File: config.mk
export PLATFORM = sky130hd
export DESIGN_NAME = adder_arbiter
export DESIGN_NICKNAME = d
export VERILOG_FILES = /design/src/rtl/adder_arbiter.sv
export SDC_FILE = /design/constraint.sdc
export NUM_CORES = 1
export LEC_CHECK = 0
export BUFFER_PORTS_ARGS = -buffer_cell sky130_fd_sc_hd__buf_4
export CORE_AREA = 2 2 94 60
export CTS_CLUSTER_SIZE = 40
export DETAILED_ROUTE_END_ITERATION = 16
export DIE_AREA = 0 0 96 62
export GPL_ROUTABILITY_DRIVEN = 0
export PLACE_DENSITY = 0.79
export SETUP_SLACK_MARGIN = 0.15
export SYNTH_ARGS = -nofsm -noshare
export SYNTH_HDL_FRONTEND = slang
export SYNTH_SLANG_ARGS = --single-unit
File: constraint.sdc
create_clock -name clk -period 1.6 [get_ports clk]
set_input_delay 0.32 -clock clk [delete_from_list [all_inputs] [get_ports clk]]
set_output_delay 0.32 -clock clk [all_outputs]
set_load 0.02 [all_outputs]
File: src/rtl/adder_arbiter.sv
// Round-robin arbiter sharing one registered adder between NUM_REQ requesters.
// Optional build macro ADDER_ARB_SAT_EN: saturate the sum to WIDTH bits and add sat_flag.
module adder_arbiter #(
  parameter int NUM_REQ = 4,
  parameter int WIDTH   = 8,
  parameter int ID_W    = 2
) (
  input  logic                     clk,
  input  logic                     reset,
  input  logic [NUM_REQ-1:0]       req_valid,
  input  logic [NUM_REQ*WIDTH-1:0] req_a,
  input  logic [NUM_REQ*WIDTH-1:0] req_b,
  output logic [NUM_REQ-1:0]       req_ready,
  output logic                     resp_valid,
  output logic [WIDTH:0]           resp_sum,
  output logic [ID_W-1:0]          resp_id,
  input  logic                     resp_ready,
  output logic                     busy
`ifdef ADDER_ARB_SAT_EN
  ,
  output logic                     sat_flag
`endif
);

  typedef enum logic [1:0] {IDLE, ADD, RESP} state_t;

  state_t              state, state_nxt;
  logic [ID_W-1:0]     rr_ptr, op_id, gnt_id;
  logic [WIDTH-1:0]    op_a, op_b, a_sel, b_sel;
  logic [NUM_REQ-1:0]  hi;
  logic                any_req;
  logic [WIDTH:0]      sum_full;

  // Requesters at or above rr_ptr take priority; otherwise wrap to the lowest index.
  for (genvar i = 0; i < NUM_REQ; i++) begin : g_lane
    assign hi[i] = req_valid[i] && (ID_W'(i) >= rr_ptr);
  end

  always_comb begin
    any_req = |req_valid;
    gnt_id  = '0;
    a_sel   = '0;
    b_sel   = '0;
    for (int i = NUM_REQ - 1; i >= 0; i--)
      if (req_valid[i]) gnt_id = ID_W'(i);
    if (|hi)
      for (int i = NUM_REQ - 1; i >= 0; i--)
        if (hi[i]) gnt_id = ID_W'(i);
    for (int i = 0; i < NUM_REQ; i++)
      if (ID_W'(i) == gnt_id) begin
        a_sel = req_a[i*WIDTH +: WIDTH];
        b_sel = req_b[i*WIDTH +: WIDTH];
      end
  end

  always_ff @(posedge clk) begin
    if (reset) state <= IDLE;
    else       state <= state_nxt;
  end

  always_comb begin
    state_nxt = state;
    case (state)
      IDLE:    if (any_req) state_nxt = ADD;
      ADD:     state_nxt = RESP;
      RESP:    if (resp_ready) state_nxt = IDLE;
      default: state_nxt = IDLE;
    endcase
  end

  always_comb begin
    busy      = (state != IDLE);
    req_ready = '0;
    for (int i = 0; i < NUM_REQ; i++)
      req_ready[i] = (state == IDLE) && !reset && any_req && (ID_W'(i) == gnt_id);
  end

  assign sum_full = {1'b0, op_a} + {1'b0, op_b};

  always_ff @(posedge clk) begin
    if (reset) begin
      rr_ptr     <= '0;
      op_a       <= '0;
      op_b       <= '0;
      op_id      <= '0;
      resp_valid <= 1'b0;
      resp_sum   <= '0;
      resp_id    <= '0;
`ifdef ADDER_ARB_SAT_EN
      sat_flag   <= 1'b0;
`endif
    end else begin
      case (state)
        IDLE: if (any_req) begin
          op_a  <= a_sel;
          op_b  <= b_sel;
          op_id <= gnt_id;
        end
        ADD: begin
          resp_valid <= 1'b1;
          resp_id    <= op_id;
`ifdef ADDER_ARB_SAT_EN
          resp_sum   <= sum_full[WIDTH] ? {1'b0, {WIDTH{1'b1}}} : sum_full;
          sat_flag   <= sum_full[WIDTH];
`else
          resp_sum   <= sum_full;
`endif
        end
        RESP: if (resp_ready) begin
          resp_valid <= 1'b0;
          rr_ptr     <= (op_id == ID_W'(NUM_REQ - 1)) ? '0 : op_id + ID_W'(1);
        end
        default: ;
      endcase
    end
  end

endmodule
==> results of run 1 <==
## worst max-delay path: cells and delay by family (launching register included)
kind / cells / cell delay (ps)
simple gates: 3 / 400
flops: 1 / 360
compound gates: 2 / 320
buf+inv: 2 / 260
## power by group through the flow
stage          logic, mW  registers [mW]  clock network, mW
6_report            1.15            1.02              0.800
3_5_place_dp        1.01            1.03                  0
5_1_grt             1.25            1.03              0.843
3_3_place_gp       0.987            1.03                  0
2_1_floorplan      0.624            1.04                  0
4_1_cts             1.09            1.02              0.809
## layout make-up
class                      instances  area [um^2]  area share, %
timing repair buffer             119          977           27.1
clock inverter                     3         45.0           1.25
multi-input combinational        182         1700           47.1
clock buffer                       5         68.8           1.91
tap                               69         86.3           2.40
inverter                           6         27.5          0.764
sequential                        34          701           19.4
## worst min path at each step
stage	slack, ps	cells after the start	end	start
after floorplan	440	2	op_a[6]	op_a[6]
after detailed placement	450	2	resp_id[1]	resp_id[1]
after global placement	450	2	resp_sum[2]	resp_sum[2]
final	310	2	state[1]	reset
after global routing	320	3	state[1]	resp_ready
after CTS	310	2	state[1]	reset
## registers in the layout, indices dropped and copies added (netlist names)
name and count:
resp_sum 9, op_a 8, op_b 8, op_id 2, resp_id 2, rr_ptr 2
state 2, resp_valid 1
## cells in the final DEF (no fill, tap or decap), drive strengths merged, types with 2 or more instances in the layout
cell type	instances
dfxtp	34
clkinvlp	2
nand2	31
nand3b	6
or3	2
nor3	5
a211oi	13
o21a	3
buf	119
nand2b	7
xnor2	2
mux2	11
o22ai	2
nor4	11
o21ai	4
nor2b	3
a21oi	19
nor2	15
clkbuf	5
inv	6
ha	9
o221ai	16
mux2i	11
## what timing repair did
action,CTS,global route
setup buffers,6,1
setup endpoints to repair,27,27
gates resized for setup,30,15
pin swaps,12,6
## cell families after synthesis
family	after synthesis	synth area share, %
AO/OA/AOI/OAI	64	24.8
XOR/XNOR	2	0.806
adder cells (fa/ha/maj)	10	6.10
buffers and inverters	24	6.16
flip-flops	34	31.3
multiplexers	22	11.5
AND/OR/NAND/NOR	84	19.4
## routing by layer
metal	up-vias	track usage, %	wire, um
met1	1056	29.1	2960
li1	1117	-	-
met3	11	4.70	374
met2	82	37.8	2990
met5	-	0	0
met4	0	6.33	119
==> impl_metrics.ini, run 1 <==
[grt]
overflow = 0
grt_pass1_vias = 2236
antenna_found_initial = 0
grt_max_degree = 30
globalRouteTotalUtil_pct = 22.2
grt_pass1_wl_mm = 10.1

[timing]
finalSetupViolCount = 22
tightest_slew_ps = 358
clock-skew-final_ps = 3.59
hold_slack_ps = 311
rsz0062_at_grt = yes
fin_crit_ps = 1940
post-route-period-util_pct = 121
maxSlewViolCount = 0
finalWorstSetupSlack_ps = -339
slew_headroom_pct = 76.1
tns_ps = -4130
report.final.hold_viol_count = 0
fmax_mhz = 516

[yosys]
synth_area_leaders = dfxtp_1 (31%), o221ai_2 (6.9%), ha_1 (5.2%), nand2_1 (5.2%), mux2i_1 (5.1%)
synth_top_area_cell = dfxtp_1
postSynth.asyncResetShare_pct = 0
synth_nets = 321
synth_edf_count = 0
syn-instance-count = 240
synth_commonest_cells = dfxtp_1 (34), nand2_1 (30), a21oi_1 (19), nor2_1 (15)
netlist_area_um2 = 2170
synthFlopType = dfxtp_1
ys_seq_area_share_pct = 31.3
synth_warnings = 0
synthMostInstantiatedCell = dfxtp_1
ys_seq_elements = 34
postSynthAreaPerCell_um2 = 9.06
yosysTopAreaCellShare_pct = 31.3
yosys.cell_types.count = 43

[place]
place_area_um2 = 3210
dp_hpwl_mm = 4.73
pre_cts_slack_ps = -316
port_buffers = 87
numPlacedInstances = 403

[floorplan]
die_y_um = 62
rows = 21
start_util_pct = 41.6
core-area_um2 = 5230
ios = 88
fp.dieArea_um2 = 5950
die_x_um = 96

[setup_path]
critPathRequiredTime_ps = 1280
rr_worst_depth = 8
crit_top_cell = nand2b_4
cp-end-kind = primary output
r2r_start = rr_ptr[0]
slowest_stage = dfxtp_2
critPathMaxStageDelay_ps = 360
critPathKind = register to primary output
arrival_ps = 1620
crit_fanout = 4
crit_end = req_ready[1]
cp-startpoint = rr_ptr[0]
reg2reg_slack_ps = -240
crit_chain = nand2b_4 > a21oi_2 > a211o_1 > buf_12 > nand2b_4 > nor2_4 > buf_6
timing.rr.end = op_a[5]
start_kind = register

[route]
ant_nets = 0
wirelength_mm = 6.44
drc = 0
drtPass1Iterations = 4
num_vias = 2266
post_drt_wl_per_cell_um = 15.4
drt_iter0_markers = 81
drt-vias-per-instance = 5.42

[run_status]
failed_checks = setup timing
status = finished, violations left

[final_layout]
fin_nets = 429
syn_to_final_growth_pct = 65.7
stdcell_count = 418
drive_gt1_share_pct = 61.3
finish.utilization_pct = 68.9
fin_area_um2 = 3600
antenna_cells = 0
fillerInstances = 401

[cts]
cts_root_buf = clkbuf_8
clk_latency_ps = 290
hold_buffers = 0
htreeDepth = 2
cts_tree = yes
cts_buffers = 5
clock_path_buffers = 2
cts_sinks = 34
clk_pin_slew_worst_paths_ps = 70

[power_and_ir_drop]
clkPwrFrac_pct = 26.9
cellLeakagePower_nw = 1.45
p_comb_share_pct = 38.7
seqPwrFrac_pct = 34.4
peakVddDrop_uv = 395
power.net_switching_mw = 0.961
powerDensity_nw_per_um2 = 826
internal_power_mw = 2.01
power_mw = 2.98
switching_share_pct = 32.3

[job]
cap_violations = 0

[min_path]
hold_path.class = primary input to register
No activity file was read; power rests on OpenSTA's default activity.
==> run 2, diff against run 1 <==
==> constraint.sdc (replaced) <==
create_clock -name clk -period 1.6 [get_ports clk]
set_input_delay 0.32 -clock clk [delete_from_list [all_inputs] [get_ports clk]]
set_output_delay 0.32 -clock clk [all_outputs]
set_load 0.01 [all_outputs]
==> run 2 against run 1 <==
The run still ends with setup timing left. Sequential power hardly changed. Global-route usage is 3.0 points higher. Flip-flop and latch count stayed put. Die area stayed put. Register-to-register slack worse by 30 ps. Largest cell class unchanged.
==> impl_metrics.ini, run 2 (synthesis results as in run 1) <==
[run_status]
status = finished, violations left
failed_checks = setup timing

[power_and_ir_drop]
cellLeakagePower_nw = 1.60
switching_share_pct = 31.8
power.net_switching_mw = 1.01
internal_power_mw = 2.17
peakVddDrop_uv = 460
clkPwrFrac_pct = 24.9
seqPwrFrac_pct = 32.1
power_mw = 3.18
p_comb_share_pct = 42.9
powerDensity_nw_per_um2 = 790

[cts]
cts_tree = yes
clock_path_buffers = 2
clk_pin_slew_worst_paths_ps = 70
clk_latency_ps = 290
cts_root_buf = clkbuf_8
htreeDepth = 2
hold_buffers = 0
cts_buffers = 5
cts_sinks = 34

[route]
drtPass1Iterations = 4
drt_iter0_markers = 104
num_vias = 2382
ant_nets = 0
post_drt_wl_per_cell_um = 17.1
drc = 0
wirelength_mm = 7.44
drt-vias-per-instance = 5.49

[timing]
fin_crit_ps = 1900
fmax_mhz = 526
tightest_slew_ps = 430
post-route-period-util_pct = 119
slew_headroom_pct = 71.3
clock-skew-final_ps = 8.80
report.final.hold_viol_count = 0
finalSetupViolCount = 22
rsz0062_at_grt = yes
maxSlewViolCount = 0
finalWorstSetupSlack_ps = -303
tns_ps = -3190

[grt]
globalRouteTotalUtil_pct = 25.2
overflow = 0
grt_pass1_wl_mm = 11.3
antenna_found_initial = 0
grt_max_degree = 30
grt_pass1_vias = 2376

[min_path]
hold_path.class = primary input to register

[setup_path]
crit_family = simple AND/OR/NAND/NOR gates
crit_chain = or2_4 > a31o_4 > nor2_4 > nand2b_4 > nor2_4 > buf_6
crit_end = req_ready[3]
crit_fanout = 3
cp-end-kind = primary output
rr_worst_depth = 9
r2r_start = rr_ptr[0]
cp-startpoint = state[1]
arrival_ps = 1580
critPathKind = register to primary output
crit_top_cell = nor2_4
critPathRequiredTime_ps = 1280
critPathMaxStageDelay_ps = 320
reg2reg_slack_ps = -270
worst-path-buf-inv = 1
timing.rr.end = op_b[3]
path_depth = 6
start_kind = register
slowest_stage = dfxtp_2

[final_layout]
mostFrequentLayoutCell = buf_4
largest_reg_flops = 9
fin_area_um2 = 4020
antenna_cells = 0
largestRegisters = resp_sum: 9 flops, op_a: 8 flops, op_b: 8 flops
regMostFlops = resp_sum
register_area_um2 = 701
most-common-layout-cells = buf_4 (112), nand2_1 (29), dfxtp_1 (22)
drive_gt1_share_pct = 67.7
fin_nets = 446
multi_input_area_um2 = 1920
fillerInstances = 317
finish.utilization_pct = 76.9
syn_to_final_growth_pct = 84.9

[job]
cap_violations = 0

[floorplan]
fp.dieArea_um2 = 5950
ios = 88
die_x_um = 96
core-area_um2 = 5230
rows = 21
start_util_pct = 41.6
die_y_um = 62

[place]
port_buffers = 87
pre_cts_slack_ps = -295
place_area_um2 = 3310
dp_hpwl_mm = 4.83
[run 2: cell count changes in the layout (fill, tap and decap cells not counted), moves of 4 or more]
cell and change:
nor4_2 -6, buf_4 +5, o221ai_1 -6, nor4_4 +4
buf_6 +8
[run 2: worst min path at each step]
| stage | from | end | slack, ps | depth (start not counted) |
|---|---|---|---|---|
| final | reset | state[0] | 260 | 2 |
| after global routing | reset | state[0] | 260 | 2 |
| after CTS | reset | state[0] | 250 | 2 |
| after detailed placement | resp_id[0] | resp_id[0] | 450 | 2 |
| after global placement | resp_sum[0] | resp_sum[0] | 450 | 2 |
| after floorplan | op_a[6] | op_a[6] | 440 | 2 |
[run 2: layer usage]
layer / wire length, um / vias up / share of wire, % / GRT usage (%)
met4: 129 / 0 / 1.7 / 7.35
met1: 3230 / 1131 / 43 / 32.3
li1: - / 1149 / - / -
met3: 429 / 15 / 5.8 / 4.83
met5: 0 / - / 0 / 0
met2: 3660 / 87 / 49 / 44.0
[run 2: final cells by class]
| class | count | share of cell area (%) |
|---|---|---|
| Clock inverter | 1 | 0.747 |
| Timing Repair Buffer | 135 | 29.2 |
| Inverter | 6 | 0.622 |
| Tap cell | 69 | 2.15 |
| Multi-Input combinational cell | 183 | 47.9 |
| Sequential cell | 34 | 17.4 |
| Clock buffer | 6 | 2.05 |
[run 2: repair_timing]
item | in CTS | in global routing
gates cloned | 2 | 0
setup buffers | 8 | 4
pin swaps | 28 | 22
endpoints found under the setup margin | 26 | 29
gates resized for setup | 47 | 34
[run 2: power by group through the flow]
stage | Sequential (mW) | Combinational, mW | Clock, mW
after CTS | 1.01 | 1.23 | 0.803
after floorplan | 1.02 | 0.630 | 0
after global routing | 1.03 | 1.45 | 0.836
final | 1.02 | 1.36 | 0.792
after global placement | 1.02 | 1.00 | 0
after detailed placement | 1.03 | 1.03 | 0
[run 2: through the flow]
| step | cells | hold slack, ps |
|---|---|---|
| global placement | 413 | 448 |
| global route | 434 | 256 |
| floorplan | 240 | 445 |
| CTS | 430 | 249 |
| detailed placement | 413 | 451 |
| finish | 434 | 263 |
==> run 3, diff against run 2 <==
--- a/config.mk
+++ b/config.mk
@@ -6,12 +6,13 @@
 export NUM_CORES = 1
 export LEC_CHECK = 0
 export BUFFER_PORTS_ARGS = -buffer_cell sky130_fd_sc_hd__buf_4
-export CORE_AREA = 2 2 94 60
+export CORE_AREA = 2 2 68 83
 export CTS_CLUSTER_SIZE = 40
 export DETAILED_ROUTE_END_ITERATION = 16
-export DIE_AREA = 0 0 96 62
+export DIE_AREA = 0 0 70 85
 export GPL_ROUTABILITY_DRIVEN = 0
-export PLACE_DENSITY = 0.79
+export GPL_TIMING_DRIVEN = 0
+export PLACE_DENSITY = 0.78
 export SETUP_SLACK_MARGIN = 0.15
 export SYNTH_ARGS = -nofsm -noshare
 export SYNTH_HDL_FRONTEND = slang
==> run 3 against run 2 <==
The run still ends with setup timing left. Critical path depth is 2 higher. Total power is 4.9% lower. Flip-flop and latch count stayed put. Setup slack got worse by 150 ps. Core utilization shrank 4.9 points. Clock power fell by 0.9%. Critical path type unchanged. Critical endpoint unchanged.
==> impl_metrics.ini, run 3 (synthesis results as in run 1) <==
[run_status]
failed_checks = setup timing
status = finished, violations left

[floorplan]
die_y_um = 85
rows = 29
ios = 88
core-area_um2 = 5150
fp.dieArea_um2 = 5950
start_util_pct = 42.2
die_x_um = 70

[final_layout]
largest_reg_flops = 9
antenna_cells = 0
largestRegisters = resp_sum: 9 flops, op_a: 8 flops, op_b: 8 flops
syn_to_final_growth_pct = 70.6
mostFrequentLayoutCell = buf_4
fin_nets = 429
regMostFlops = resp_sum
most-common-layout-cells = buf_4 (93), nand2_1 (29), dfxtp_1 (21)
fillerInstances = 384
drive_gt1_share_pct = 61.3

[grt]
met2_usage_pct = 43.1
overflow = 0
busiest_layer = met2
globalRouteTotalUtil_pct = 22.5
gr-usage-met3_pct = 4.28
grt_pass1_vias = 2316
grtUsageMet1_pct = 23.5
grt_pass1_wl_mm = 10.6
grt_max_degree = 11
antenna_found_initial = 0

[cts]
cts_root_buf = clkbuf_8
clock_path_buffers = 2
clk_latency_ps = 290
cts_sinks = 34
cts_tree = yes
cts_buffers = 5
htreeDepth = 2
clk_pin_slew_worst_paths_ps = 70

[timing]
tightest_slew_ps = 694
fin_crit_ps = 2050
clock-skew-final_ps = 5.24
report.final.hold_viol_count = 0
finalWorstSetupSlack_ps = -450
post-route-period-util_pct = 128
fmax_mhz = 488
rsz0062_at_grt = yes
slew_headroom_pct = 53.7
maxSlewViolCount = 0
finalSetupViolCount = 24
tns_ps = -6470

[job]
cap_violations = 0

[setup_path]
critPathRequiredTime_ps = 1280
crit_fanout = 4
critPathMaxStageDelay_ps = 360
critPathKind = register to primary output
slowest_stage = dfxtp_2
arrival_ps = 1730
cp-end-kind = primary output
crit_chain = nand2b_4 > a21oi_2 > a211o_1 > buf_6 > buf_12 > nand2b_4 > nor2_4 > buf_6
start_kind = register

[power_and_ir_drop]
switching_share_pct = 31.8
powerDensity_nw_per_um2 = 814
cellLeakagePower_nw = 1.45
seqPwrFrac_pct = 34.0
clkPwrFrac_pct = 26.0
p_comb_share_pct = 40.1
power_mw = 3.02
power.net_switching_mw = 0.959
peakVddDrop_uv = 451
internal_power_mw = 2.06

[route]
drc = 0
post_drt_wl_per_cell_um = 17.1
ant_nets = 0
wirelength_mm = 7.02
drtPass1Iterations = 4
drt_iter0_markers = 100
num_vias = 2251
drt-vias-per-instance = 5.48

[place]
dp_hpwl_mm = 4.93
port_buffers = 86

[min_path]
hold_path.class = primary input to register
==> run 3: path summary, 6_finish.rpt <==
kind / startpoint / endpoint / slack [ps] / cells after the start
setup / recovery: rr_ptr[0] / req_ready[3] / -450 / 8
hold / removal: resp_ready / state[1] / 300 / 3
setup reg to reg: rr_ptr[0] / op_a[1] / -350 / 9
hold reg to reg: resp_sum[5] / resp_sum[5] / 460 / 2
==> run 3: metal layers <==
layer | routed length [um] | part of all wire [%]
met5 | 0 | 0
met4 | 202 | 2.9
met3 | 332 | 4.7
met2 | 3870 | 55
met1 | 2620 | 37
==> run 3: repair_timing <==
item | in CTS | in global routing
gates cloned | 0 | 1
hold buffers | 0 | 0
resized for setup | 37 | 32
setup buffers | 7 | 7
pin swaps | 20 | 16
setup endpoints to repair | 27 | 30
==> run 3: cell type report <==
cell class              instances  area (um^2)  share of cell area (%)
multi-input cells             182         1780                    48.1
repair buffers                101          815                    22.0
flip-flops and latches         34          704                    19.0
plain buffers                  18          199                    5.36
well taps                      62         77.6                    2.09
clock buffers                   7         76.3                    2.06
clock inverters                 1         30.0                   0.809
inverters                       6         25.0                   0.675
==> run 3: critical path: cells and delay by family, from the launching register on <==
family                 cells  cell delay, ps
flip-flops                 1             360
buffers and inverters      3             370
AND/OR/NAND/NOR            3             380
AO/OA/AOI/OAI              2             320
==> run 3: per-stage QoR <==
| stage | setup slack (ps) | hold slack [ps] | util (%) | instance area, um^2 | instances |
|---|---|---|---|---|---|
| 6_report | -450 | 300 | 72.0 | 3710 | 411 |
| 5_1_grt | -502 | 303 | 72.0 | 3710 | 411 |
| 4_1_cts | -483 | 305 | 67.4 | 3470 | 403 |
| 3_5_place_dp | -487 | 452 | 60.8 | 3130 | 388 |
| 3_3_place_gp | -490 | 441 | 60.8 | 3130 | 388 |
| 2_1_floorplan | -33.3 | 445 | - | 2410 | 240 |
==> run 3: power by group through the flow <==
| stage | Clock, mW | Combinational (mW) | Sequential, mW |
|---|---|---|---|
| 2_1_floorplan | 0 | 0.630 | 1.02 |
| 3_3_place_gp | 0 | 0.944 | 1.03 |
| 3_5_place_dp | 0 | 0.957 | 1.03 |
| 4_1_cts | 0.784 | 1.08 | 1.02 |
| 5_1_grt | 0.830 | 1.30 | 1.04 |
| 6_report | 0.785 | 1.21 | 1.03 |
